**src/rtl/jtag_tap_ctrl.sv**
```systemverilog
// rtl/jtag_tap_ctrl.sv - IEEE 1149.1 TAP controller with IR, bypass, IDCODE and BSR control

module jtag_tap_ctrl #(
    parameter int          IR_LEN     = 4,
    parameter logic [31:0] IDCODE_VAL = 32'h1923_4001
) (
    input  logic       TCK,
    input  logic       TRST_N,
    input  logic       TMS,
    input  logic       TDI,
    input  logic       TDO_BSR,
    output logic       TDO,
    output logic       TDO_EN,
    output logic       clockdr,
    output logic       shiftdr,
    output logic       updatedr,
    output logic       bs_en,
    output logic [3:0] tap_state
);

    typedef enum logic [3:0] {
        TLR   = 4'h0,
        RTI   = 4'h1,
        SELDR = 4'h2,
        CAPDR = 4'h3,
        SHDR  = 4'h4,
        EX1DR = 4'h5,
        PAUDR = 4'h6,
        EX2DR = 4'h7,
        UPDDR = 4'h8,
        SELIR = 4'h9,
        CAPIR = 4'hA,
        SHIR  = 4'hB,
        EX1IR = 4'hC,
        PAUIR = 4'hD,
        EX2IR = 4'hE,
        UPDIR = 4'hF
    } tap_state_t;

    localparam logic [IR_LEN-1:0] INS_EXTEST = '0;
    localparam logic [IR_LEN-1:0] INS_SAMPLE = IR_LEN'(1);
    localparam logic [IR_LEN-1:0] INS_IDCODE = IR_LEN'(2);
    localparam logic [IR_LEN-1:0] IR_CAPTURE = IR_LEN'(1);

    tap_state_t        state;
    tap_state_t        state_nxt;
    logic [IR_LEN-1:0] ir_active;
    logic [IR_LEN-1:0] ir_nxt;
    logic [IR_LEN-1:0] ir_shift;
    logic              bypass_reg;
    logic [31:0]       id_reg;
    logic [1:0]        rst_sync;
    logic              rst_int_n;

    // EXTEST and SAMPLE both route the data path through the external boundary-scan chain
    function automatic logic is_bsr(input logic [IR_LEN-1:0] ir);
        return (ir == INS_EXTEST) || (ir == INS_SAMPLE);
    endfunction

    // Every code that is not a defined instruction falls back to the bypass register
    function automatic logic is_bypass(input logic [IR_LEN-1:0] ir);
        return !is_bsr(ir) && (ir != INS_IDCODE);
    endfunction

    // Assert internal reset immediately, release it only after two TCK rises
    always_ff @(posedge TCK or negedge TRST_N) begin
        if (!TRST_N) begin
            rst_sync <= 2'b00;
        end else begin
            rst_sync <= {rst_sync[0], 1'b1};
        end
    end

    assign rst_int_n = rst_sync[1];

    // TAP state transition graph driven by TMS
    always_comb begin
        state_nxt = state;
        unique case (state)
            TLR:   state_nxt = TMS ? TLR   : RTI;
            RTI:   state_nxt = TMS ? SELDR : RTI;
            SELDR: state_nxt = TMS ? SELIR : CAPDR;
            CAPDR: state_nxt = TMS ? EX1DR : SHDR;
            SHDR:  state_nxt = TMS ? EX1DR : SHDR;
            EX1DR: state_nxt = TMS ? UPDDR : PAUDR;
            PAUDR: state_nxt = TMS ? EX2DR : PAUDR;
            EX2DR: state_nxt = TMS ? UPDDR : SHDR;
            UPDDR: state_nxt = TMS ? SELDR : RTI;
            SELIR: state_nxt = TMS ? TLR   : CAPIR;
            CAPIR: state_nxt = TMS ? EX1IR : SHIR;
            SHIR:  state_nxt = TMS ? EX1IR : SHIR;
            EX1IR: state_nxt = TMS ? UPDIR : PAUIR;
            PAUIR: state_nxt = TMS ? EX2IR : PAUIR;
            EX2IR: state_nxt = TMS ? UPDIR : SHIR;
            UPDIR: state_nxt = TMS ? SELDR : RTI;
            default: state_nxt = TLR;
        endcase
    end

    // Active instruction: forced to IDCODE on the edge that lands in TLR, loaded only on the UpdIR edge
    always_comb begin
        ir_nxt = ir_active;
        if (state_nxt == TLR) begin
            ir_nxt = INS_IDCODE;
        end else if (state == UPDIR) begin
            ir_nxt = ir_shift;
        end
    end

    // State, shift paths and the flopped BSR strobes; strobes are computed from the next
    // state and instruction so they equal the decode of the current registers without glitches
    always_ff @(posedge TCK or negedge rst_int_n) begin
        if (!rst_int_n) begin
            state      <= TLR;
            ir_active  <= INS_IDCODE;
            ir_shift   <= IR_CAPTURE;
            bypass_reg <= 1'b0;
            id_reg     <= IDCODE_VAL;
            bs_en      <= 1'b0;
            clockdr    <= 1'b0;
            shiftdr    <= 1'b0;
            updatedr   <= 1'b0;
            TDO_EN     <= 1'b0;
        end else begin
            state     <= state_nxt;
            ir_active <= ir_nxt;
            bs_en     <= (ir_nxt == INS_EXTEST);
            case (state)
                CAPIR: ir_shift <= IR_CAPTURE;
                SHIR:  ir_shift <= {TDI, ir_shift[IR_LEN-1:1]};
                CAPDR: begin
                    bypass_reg <= 1'b0;
                    id_reg     <= IDCODE_VAL;
                end
                SHDR: begin
                    if (is_bypass(ir_active)) begin
                        bypass_reg <= TDI;
                    end
                    if (ir_active == INS_IDCODE) begin
                        id_reg <= {TDI, id_reg[31:1]};
                    end
                end
                default: ;
            endcase
            clockdr  <= is_bsr(ir_nxt) && ((state_nxt == CAPDR) || (state_nxt == SHDR));
            shiftdr  <= (state_nxt == SHDR);
            updatedr <= is_bsr(ir_nxt) && (state_nxt == UPDDR);
            TDO_EN   <= (state_nxt == SHDR) || (state_nxt == SHIR);
        end
    end

    // Serial output mux: LSB of whichever path is currently shifting, otherwise 0
    always_comb begin
        TDO = 1'b0;
        if (state == SHIR) begin
            TDO = ir_shift[0];
        end else if (state == SHDR) begin
            if (is_bsr(ir_active)) begin
                TDO = TDO_BSR;
            end else if (ir_active == INS_IDCODE) begin
                TDO = id_reg[0];
            end else begin
                TDO = bypass_reg;
            end
        end
    end

    assign tap_state = state;

endmodule

```
**config.mk**
```make
export PLATFORM = sky130hd
export DESIGN_NAME = jtag_tap_ctrl
export DESIGN_NICKNAME = d
export VERILOG_FILES = /design/src/rtl/jtag_tap_ctrl.sv
export SDC_FILE = /design/constraint.sdc
export NUM_CORES = 1
export LEC_CHECK = 0
export BUFFER_PORTS_ARGS = -buffer_cell sky130_fd_sc_hd__buf_2
export CAP_MARGIN = 20
export CORE_MARGIN = 2
export CORE_UTILIZATION = 50
export DETAILED_ROUTE_END_ITERATION = 8
export PLACE_DENSITY = 0.73
export SYNTH_ARGS = -nofsm -noshare
export SYNTH_HDL_FRONTEND = slang
export SYNTH_SLANG_ARGS = --single-unit
export TNS_END_PERCENT = 100
```
**constraint.sdc**
```tcl
create_clock -name TCK -period 1.95 [get_ports TCK]
set_clock_uncertainty 0.1 [all_clocks]
set_input_delay 0.39 -clock TCK [delete_from_list [all_inputs] [get_ports TCK]]
set_output_delay 0.39 -clock TCK [all_outputs]
set_load 0.01 [all_outputs]
```
==> results of run 1 <==
## metal layers
layer | wire, um | global-route usage [%] | up-vias | part of all wire (%)
li1 | - | - | 830 | -
met1 | 1920 | 23.1 | 814 | 47
met2 | 1980 | 28.0 | 22 | 49
met3 | 86 | 4.02 | 7 | 2.1
met4 | 72 | 5.56 | 0 | 1.8
met5 | 0 | 0 | - | 0
## power breakdown
group | total [mW] | internal (mW) | switching [mW] | leakage (nW)
clock | 0.635 | 0.262 | 0.372 | 0.0452
combinational | 1.68 | 0.804 | 0.879 | 0.758
sequential | 1.73 | 1.49 | 0.244 | 0.665
total | 4.05 | 2.55 | 1.50 | 1.47
## cell type report
class,count,share of cell area [%]
tap,67,2.98
timing repair buffer,24,6.57
multi-input combinational,148,37.0
clock buffer,5,2.44
clock inverter,3,0.888
inverter,26,3.47
sequential,52,46.7
## path summary, 6_finish.rpt
check                                       startpoint                endpoint  slack, ns
max in group asynchronous        rst_sync[1]$_DFF_PN0_  id_reg[16]$_DFFE_PN1P_       1.06
worst max register to register  tap_state[3]$_DFF_PN0_  id_reg[16]$_DFFE_PN1P_       0.23
min in group TCK                 rst_sync[0]$_DFF_PN0_   rst_sync[1]$_DFF_PN0_       0.26
worst max-delay path            tap_state[3]$_DFF_PN0_                     TDO      -0.05
worst min-delay path             rst_sync[1]$_DFF_PN0_       clockdr$_DFF_PN0_       0.11
worst min register to register   rst_sync[1]$_DFF_PN0_       clockdr$_DFF_PN0_       0.11
## synthesized netlist by cell type (2+ instances only)
library cell / number
buf_6: 2
mux2i_1: 30
nor4_1: 5
o21a_1: 3
clkbuf_1: 9
nor3_1: 3
dfstp_2: 10
dfrtp_1: 42
mux2_4: 6
buf_2: 6
a21oi_1: 4
o21ai_0: 11
a211oi_1: 2
nor2b_1: 5
inv_1: 26
nor2_1: 8
nand2_1: 41
mux2_2: 2
nand2b_1: 6
## cell families (layout without fill, tap and decap cells)
family / Yosys count / in the layout
XOR/XNOR: 2 / 2
AO/OA/AOI/OAI: 29 / 29
flip-flops: 52 / 52
multiplexers: 38 / 38
AND/OR/NAND/NOR: 78 / 78
other: 1 / 1
buffers and inverters: 43 / 58
## what timing repair did
| item | CTS | global route |
|---|---|---|
| endpoints found under the hold margin | 2 | 0 |
| setup buffers | 1 | 0 |
| pin swaps | 2 | 1 |
| endpoints found under the setup margin | 1 | 1 |
| hold buffers | 1 | 0 |
| resized for setup | 1 | 2 |
## critical path: stages (launching register included)
cell and delay [ns]:
dfrtp_1 0.42, nor4b_4 0.31, o21ai_2 0.09, o32ai_2 0.21, buf_2 0.17
## through the flow
stage | worst slack [ns] | total power, mW | cell area (um^2) | setup TNS, ns | util (%)
floorplan | 0.0940 | 3.02 | 2530 | 0 | -
global placement | 0.145 | 3.37 | 2690 | 0 | 56.3
detailed placement | 0.157 | 3.41 | 2690 | 0 | 56.3
CTS | -0.101 | 4.07 | 2810 | -0.101 | 58.6
global route | -0.151 | 4.39 | 2820 | -0.151 | 58.8
finish | -0.0541 | 4.05 | 2820 | -0.0541 | 58.8
==> flow_metrics.tcl, run 1 <==
set metrics [dict create \
    clkLatencyLatePin_ns 0.31 \
    die_w_um 75.1 \
    fin_cells 325 \
    via_per_inst 5.15 \
    grt_pass1_wl_mm 7.40 \
    grt.total_usage_pct 17.3 \
    fmax_mhz 499 \
    final_cell_mix "dfrtp_1 (41), nand2_1 (41), mux2i_1 (30)" \
    status "complete, but fails checks" \
    clk_transition_reported_paths_ns 0.10 \
    dpl.hpwl_mm 2.71 \
    synth_top_family_by_area "multiplexers" \
    powerDensity_nw_per_um2 1440 \
    initial_core_util_pct 52.8 \
    final_hold_viol_count 0 \
    grt_start_max_net_pins 35 \
    wl_per_cell_um 12.5 \
    leakage_nw 1.47 \
    path_class "flip-flop to output pin" \
    antenna_left 0 \
    grt_pass1_vias 1624 \
    synth_cells 243 \
    synth_area_leader_cell "dfrtp_1" \
    synthSimpleGateAreaFrac_pct 16.1 \
    setup_viol 1 \
    nets 262 \
    drv_slew 0 \
    cp-start-kind "flip-flop" \
    rows 25 \
    clock-sinks 52 \
    largest_reg_flops 32 \
    synthTopCellsByArea "dfrtp_1 (42%), mux2i_1 (12%), dfstp_2 (10%), nand2_1 (6.1%), inv_1 (3.9%)" \
    synth_area_um2 2530 \
    period_minus_slack_ns 2.00 \
    yosys_register_bits 52 \
    rsz0062_at_grt "yes" \
    min_path_type "flip-flop to asynchronous set/reset pin" \
    antenna_found_initial 0 \
    synth_edf_count 0 \
    ys_types 41 \
    muxShareOfSynthArea_pct 16.3 \
    ctsHtreeMaxLevel 2 \
    synthAdderAreaFrac_pct 0 \
    violations "setup timing" \
    port_buffers 14 \
    dieArea_um2 5640 \
    root_buffer "clkbuf_8" \
    setup_ws_ns -0.0541 \
    ys_seq_area_share_pct 52.0 \
    die_y_um 75.1 \
    first_pass_iters 4 \
    syn-num-nets 248 \
    finalWirelength_mm 4.06 \
    fin_hold_ws_ns 0.111 \
    gp_congestion 0.789 \
    place_inst 315 \
    rr_worst_depth 5 \
    n_antenna_cell 0 \
    n_fill_cell 403 \
    syn_to_final_growth_pct 11.4 \
    synth_compound_area_share_pct 7.48 \
    async_reset_ff_share_pct 100 \
    synth-xor-area-share_pct 0.693 \
    required_ns 1.46 \
    crit_fanout 2 \
    clockBufferDepth 2 \
    ir_worst_vdd_uv 898 \
    synth_ff_type "dfrtp_1" \
    drtIter0Drc 72 \
    drive_gt1_share_pct 21.3 \
    yosysWarningCount 0 \
    grt_overflow_total 0 \
    arrival_ns 1.51 \
    seqCellArea_um2 1320 \
    multi_input_area_um2 1040 \
    period_share_pct 103 \
    core_um2 4790 \
    netlist.area_leader.share_pct 41.6 \
    cap_viol_max_count 0 \
    cts_buffers 5 \
    syn_area_per_cell_um2 10.4 \
    drc 0 \
    tritoncts "done" \
    ios 15 \
    vias 1673 \
    cp-end-kind "output pin" \
]
Power figures use the tool's default switching activity.
==> run 2: changes to the inputs <==
ABC_AREA = 1   (was default)
GPL_ROUTABILITY_DRIVEN = 0   (was default)
==> run 2 against run 1 <==
The run now ends clean. Fmax increased by 6.1%. Register-to-register slack got worse by 0.09 ns. Combinational power decreased by 7%. First-iteration DRC count increased by 65%. Cell area decreased by 1.6%. Utilization increased by 0.59 points. Non-clock buffer count increased by 3. Power decreased by 7.0%. Critical endpoint unchanged.
==> flow_metrics.tcl, run 2 <==
set metrics [dict create \
    status "complete, no violations" \
    fmax_mhz 530 \
    antenna_found_initial 0 \
    required_ns 1.46 \
    grt_pass1_vias 1756 \
    min_path_type "flip-flop to flip-flop" \
    first_pass_iters 4 \
    r2r_end "bs_en$_DFF_PN0_" \
    final_hold_viol_count 0 \
    largest_reg_flops 32 \
    startpoint "tap_state[0]$_DFF_PN0_" \
    synth_edf_count 0 \
    die_y_um 73.0 \
    syn_to_final_growth_pct 16.3 \
    synth_ff_type "dfrtp_1" \
    cp-start-kind "flip-flop" \
    grt_overflow_total 0 \
    core_um2 4660 \
    maxSlewHeadroom_pct 59.5 \
    wl_per_cell_um 12.3 \
    grt.total_usage_pct 19.2 \
    drive_gt1_share_pct 24.0 \
    grt_start_max_net_pins 51 \
    port_buffers 14 \
    fin_setup_tns_ns 0 \
    grt_util_met2_pct 29.0 \
    drtIter0Drc 119 \
    fin_hold_ws_ns 0.265 \
    netlist.area_leader.share_pct 44.1 \
    yosysMostFrequentCell "inv_1" \
    nets 317 \
    initial_core_util_pct 51.1 \
    tightestPinTransition_ns 0.607 \
    cts_buffers 5 \
    async_reset_ff_share_pct 100 \
    syn-num-nets 293 \
    ctsHtreeMaxLevel 2 \
    antenna_left 0 \
    rr_worst_depth 11 \
    synth_area_um2 2380 \
    setup_ws_ns 0.0620 \
    finalWirelength_mm 4.52 \
    layout_commonest_cell "inv_1" \
    synth_cells 288 \
    grt_busiest_layer "met2" \
    place_ws_ns 0.146 \
    powerDensity_nw_per_um2 1360 \
    path_class "flip-flop to output pin" \
    clkLatencyLatePin_ns 0.31 \
    grt_use_met1_pct 27.3 \
    design_area_um2 2770 \
    ys_types 29 \
    ys_seq_area_share_pct 55.1 \
    ff2ff_setup_slack_ns 0.14 \
    via_per_inst 5.15 \
    synthTopCellsByArea "dfrtp_1 (44%), dfstp_2 (11%), inv_1 (8.2%), nand3_1 (7.1%), nand2_1 (6.6%)" \
    syn_area_per_cell_um2 8.27 \
    synth_area_leader_cell "dfrtp_1" \
    yosysWarningCount 0 \
    drv_slew 0 \
    dieArea_um2 5330 \
    ir_worst_vdd_uv 851 \
    yosys_register_bits 52 \
    rsz0062_at_grt "yes" \
    cp-end-kind "output pin" \
    met3_usage_pct 3.73 \
    period_share_pct 96.8 \
    holdPathStages 0 \
    tritoncts "done" \
    ios 15 \
    n_antenna_cell 0 \
    rows 25 \
    synthTopCellsByCount "inv_1 (52), dfrtp_1 (42), nand2_1 (42)" \
    vias 1889 \
    postPlaceCellArea_um2 2520 \
    clock-sinks 52 \
    crit_fanout 4 \
    endpoint "TDO" \
    leakage_nw 1.35 \
    arrival_ns 1.40 \
    cap_viol_max_count 0 \
    grt_pass1_wl_mm 7.95 \
    die_w_um 73.0 \
    power_mw 3.77 \
    dpl.hpwl_mm 3.08 \
    clk_transition_reported_paths_ns 0.09 \
    crit-reg2reg-launch "tap_state[1]$_DFF_PN0_" \
    drc 0 \
    clockBufferDepth 2 \
    setup_viol 0 \
    final_cell_mix "inv_1 (48), dfrtp_1 (38), nand2_1 (38)" \
    period_minus_slack_ns 1.89 \
    root_buffer "clkbuf_8" \
]
-- run 2: cell types whose count changed in the layout (fill, tap and decap cells not counted), sizes merged, moves of 4 or more --
cell / before / now
nand2b: 6 / 0
o22ai: 0 / 4
inv: 28 / 55
nor2b: 5 / 0
nand3: 1 / 35
mux2: 8 / 1
a31oi: 0 / 7
o21ai: 11 / 33
nor2: 8 / 37
mux2i: 30 / 0
nor4: 5 / 0
-- run 2: repair_timing --
action,in CTS,in global routing
setup buffers,6,1
endpoints found under the setup margin,1,9
hold buffers,1,0
hold endpoints to repair,2,0
pin swaps,2,4
gates resized for setup,4,24
-- run 2: worst min path at each step --
stage	from	endpoint	slack, ns
CTS	TRST_N	rst_sync[1]$_DFF_PN0_	0.27
finish	rst_sync[0]$_DFF_PN0_	rst_sync[1]$_DFF_PN0_	0.26
global placement	TRST_N	rst_sync[0]$_DFF_PN0_	0.08
detailed placement	TRST_N	rst_sync[0]$_DFF_PN0_	0.08
global route	rst_sync[0]$_DFF_PN0_	rst_sync[1]$_DFF_PN0_	0.27
floorplan	TRST_N	rst_sync[0]$_DFF_PN0_	-0.006
-- run 2: through the flow --
| step | util [%] | std cells |
|---|---|---|
| 6_report | 59.4 | 367 |
| 5_1_grt | 59.4 | 367 |
| 4_1_cts | 57.8 | 366 |
| 3_5_place_dp | 54.1 | 351 |
| 3_3_place_gp | 54.1 | 351 |
| 2_1_floorplan | - | 288 |
-- run 2: area by class of cell --
cell class              instances  area (um^2)
well taps                      54         67.6
clock buffers                   6         72.6
fillers                       416         1890
flip-flops and latches         52         1320
inverters                      55          206
multi-input cells             171          887
clock inverters                 2         35.0
repair buffers                 27          183
-- run 2: kinds of logic after synthesis --
group           Yosys count  synth area share, %
buf+inv                  65                 10.7
compound gates           50                 11.7
simple gates            119                 21.8
other cells               1                0.157
mux                       1                0.473
flops                    52                 55.1
-- run 2: power by group --
| group | internal (mW) | switching (mW) |
|---|---|---|
| registers | 1.35 | 0.141 |
| clock network | 0.381 | 0.339 |
| logic | 0.557 | 0.998 |
| total | 2.29 | 1.48 |
-- run 2: layer usage --
| layer | share of wire (%) | wire, um | up-vias |
|---|---|---|---|
| met4 | 2.0 | 90 | 0 |
| met2 | 45 | 2050 | 44 |
| li1 | - | - | 958 |
| met1 | 48 | 2180 | 878 |
| met3 | 4.5 | 202 | 9 |
| met5 | 0 | 0 | - |
-- run 2: worst max-delay path, cell delays in order, from the launching register on --
cell and delay, ns:
dfrtp_2 0.45, nor2_4 0.11, inv_2 0.05, nor2_4 0.10, nand2_1 0.06, o221ai_1 0.16, buf_2 0.16
==> run 3: changes to the inputs <==
ABC_AREA = default   (was 1)
PLACE_DENSITY = 0.75   (was 0.73)
clock period = 1.6 ns   (was 1.95 ns; I/O delays follow)
==> run 3 against run 2 <==
The run now ends with setup timing left. Register-to-register slack got worse by 0.25 ns. First-iteration DRC count fell by 31%. Worst setup slack got worse by 0.42 ns. Utilization rose by 3.4 points. Power rose by 45%. Count of clock-buffer cells in the layout did not move. Cell area rose by 8.5%. Critical endpoint unchanged.
==> flow_metrics.tcl, run 3 (synthesized netlist as in run 1, its figures left out) <==
set metrics [dict create \
    status "complete, but fails checks" \
    violations "setup timing" \
    powerDensity_nw_per_um2 1820 \
    grt_pass1_vias 1694 \
    setup_viol 19 \
    crit_fanout 2 \
    root_buffer "clkbuf_8" \
    cap_viol_max_count 0 \
    dieArea_um2 5640 \
    leakage_nw 1.57 \
    layout_commonest_cell "nand2_1" \
    required_ns 1.18 \
    vias 1728 \
    cp-start-kind "flip-flop" \
    arrival_ns 1.53 \
    grt_pass1_wl_mm 7.45 \
    via_per_inst 5.14 \
    grt.total_usage_pct 17.3 \
    rows 25 \
    final_hold_viol_count 0 \
    die_w_um 75.1 \
    drtIter0Drc 82 \
    drc 0 \
    period_minus_slack_ns 1.95 \
    drive_gt1_share_pct 27.1 \
    finalWirelength_mm 4.56 \
    rsz0062_at_grt "yes" \
    crit_chain "nor4b_4, o21ai_1, o32ai_2, buf_2" \
    crit-reg2reg-launch "tap_state[3]$_DFF_PN0_" \
    tritoncts "done" \
    final_cell_mix "nand2_1 (41), dfrtp_1 (39), mux2i_1 (30)" \
    ios 15 \
    drv_slew 0 \
    wl_per_cell_um 13.6 \
    place_ws_ns -0.0660 \
    setup_ws_ns -0.354 \
    antenna_found_initial 0 \
    nets 273 \
    cpPeakStageDelay_ns 0.42 \
    cpMaxStageDelayCell "dfrtp_1" \
    cp-end-kind "output pin" \
    first_pass_iters 4 \
    clkLatencyLatePin_ns 0.30 \
    period_share_pct 122 \
    cts_buffers 5 \
    grt_overflow_total 0 \
    initial_core_util_pct 52.8 \
    clock-sinks 52 \
    syn_to_final_growth_pct 19.0 \
    grt_start_max_net_pins 35 \
    fmax_mhz 512 \
    clk_transition_reported_paths_ns 0.09 \
    ctsHtreeMaxLevel 2 \
    startpoint "tap_state[3]$_DFF_PN0_" \
    die_y_um 75.1 \
    port_buffers 14 \
    fin_util_pct 62.8 \
    n_antenna_cell 0 \
    ir_worst_vdd_uv 932 \
    path_class "flip-flop to output pin" \
    antenna_left 0 \
    dpl.hpwl_mm 2.87 \
    core_um2 4790 \
    clockBufferDepth 2 \
    min_path_type "flip-flop to asynchronous set/reset pin" \
    largest_reg_flops 32 \
]
[run 3: cell count changes in the layout (fill, tap and decap cells not counted), sizes merged, moves of 6 or more]
cell,change
a31oi,-7
mux2i,+30
nand2b,+6
nor2,-29
buf,+7
nand3,-34
inv,-28
o21ai,-22
mux2,+7
[run 3: critical path, delay by kind of cell, from the launching register on]
family                 cells  cell delay, ns
AO/OA/AOI/OAI              2            0.34
buffers and inverters      1            0.18
flip-flops                 1            0.42
AND/OR/NAND/NOR            1            0.30
[run 3: worst paths after layout]
kind | end | slack [ns] | depth (start not counted)
worst max-delay path | TDO | -0.35 | 4
min in group TCK | ir_shift[3]$_DFFE_PN0P_ | 0.19 | 3
worst min register to register | ir_shift[3]$_DFFE_PN0P_ | 0.10 | 0
worst min-delay path | ir_shift[3]$_DFFE_PN0P_ | 0.10 | 0
max in group asynchronous | id_reg[14]$_DFFE_PN1P_ | 0.72 | 1
worst max register to register | id_reg[17]$_DFFE_PN1P_ | -0.11 | 5
[run 3: layout make-up]
class / count / area [um^2]
clock buffer: 6 / 72.6
clock inverter: 2 / 38.8
fill: 372 / 1780
inverter: 26 / 97.6
multi-input combinational: 148 / 1070
sequential: 52 / 1320
tap: 67 / 83.8
timing repair buffer: 35 / 322
[run 3: stage by stage]
step / std cells / power (mW) / hold WS, ns / setup TNS (ns) / cell area, um^2
2_1_floorplan: 243 / 3.71 / -0.0756 / -1.04 / 2540
3_3_place_gp: 320 / 4.21 / 0.00437 / -0.0835 / 2740
3_5_place_dp: 320 / 4.27 / 0.00629 / -0.125 / 2740
4_1_cts: 329 / 5.21 / 0.118 / -0.393 / 2870
5_1_grt: 336 / 5.87 / 0.145 / -2.62 / 3010
6_report: 336 / 5.48 / 0.103 / -1.29 / 3010
[run 3: repair_timing]
action,CTS,global route
gates cloned,0,1
buffers inserted,1,7
hold endpoints to repair,2,0
pin swaps,0,2
gates resized for setup,4,15
setup endpoints to repair,9,14
hold buffers,1,0
[run 3: power breakdown]
| part | total, mW | switching (mW) | internal [mW] |
|---|---|---|---|
| registers | 2.13 | 0.310 | 1.82 |
| logic | 2.46 | 1.20 | 1.27 |
| clock network | 0.887 | 0.415 | 0.473 |
[run 3: layer usage]
metal / global-route usage [%] / vias up / routed length [um]
li1: - / 849 / -
met1: 22.2 / 842 / 2140
met2: 28.8 / 30 / 2240
met3: 3.75 / 7 / 123
met4: 6.75 / 0 / 57
met5: 0 / - / 0
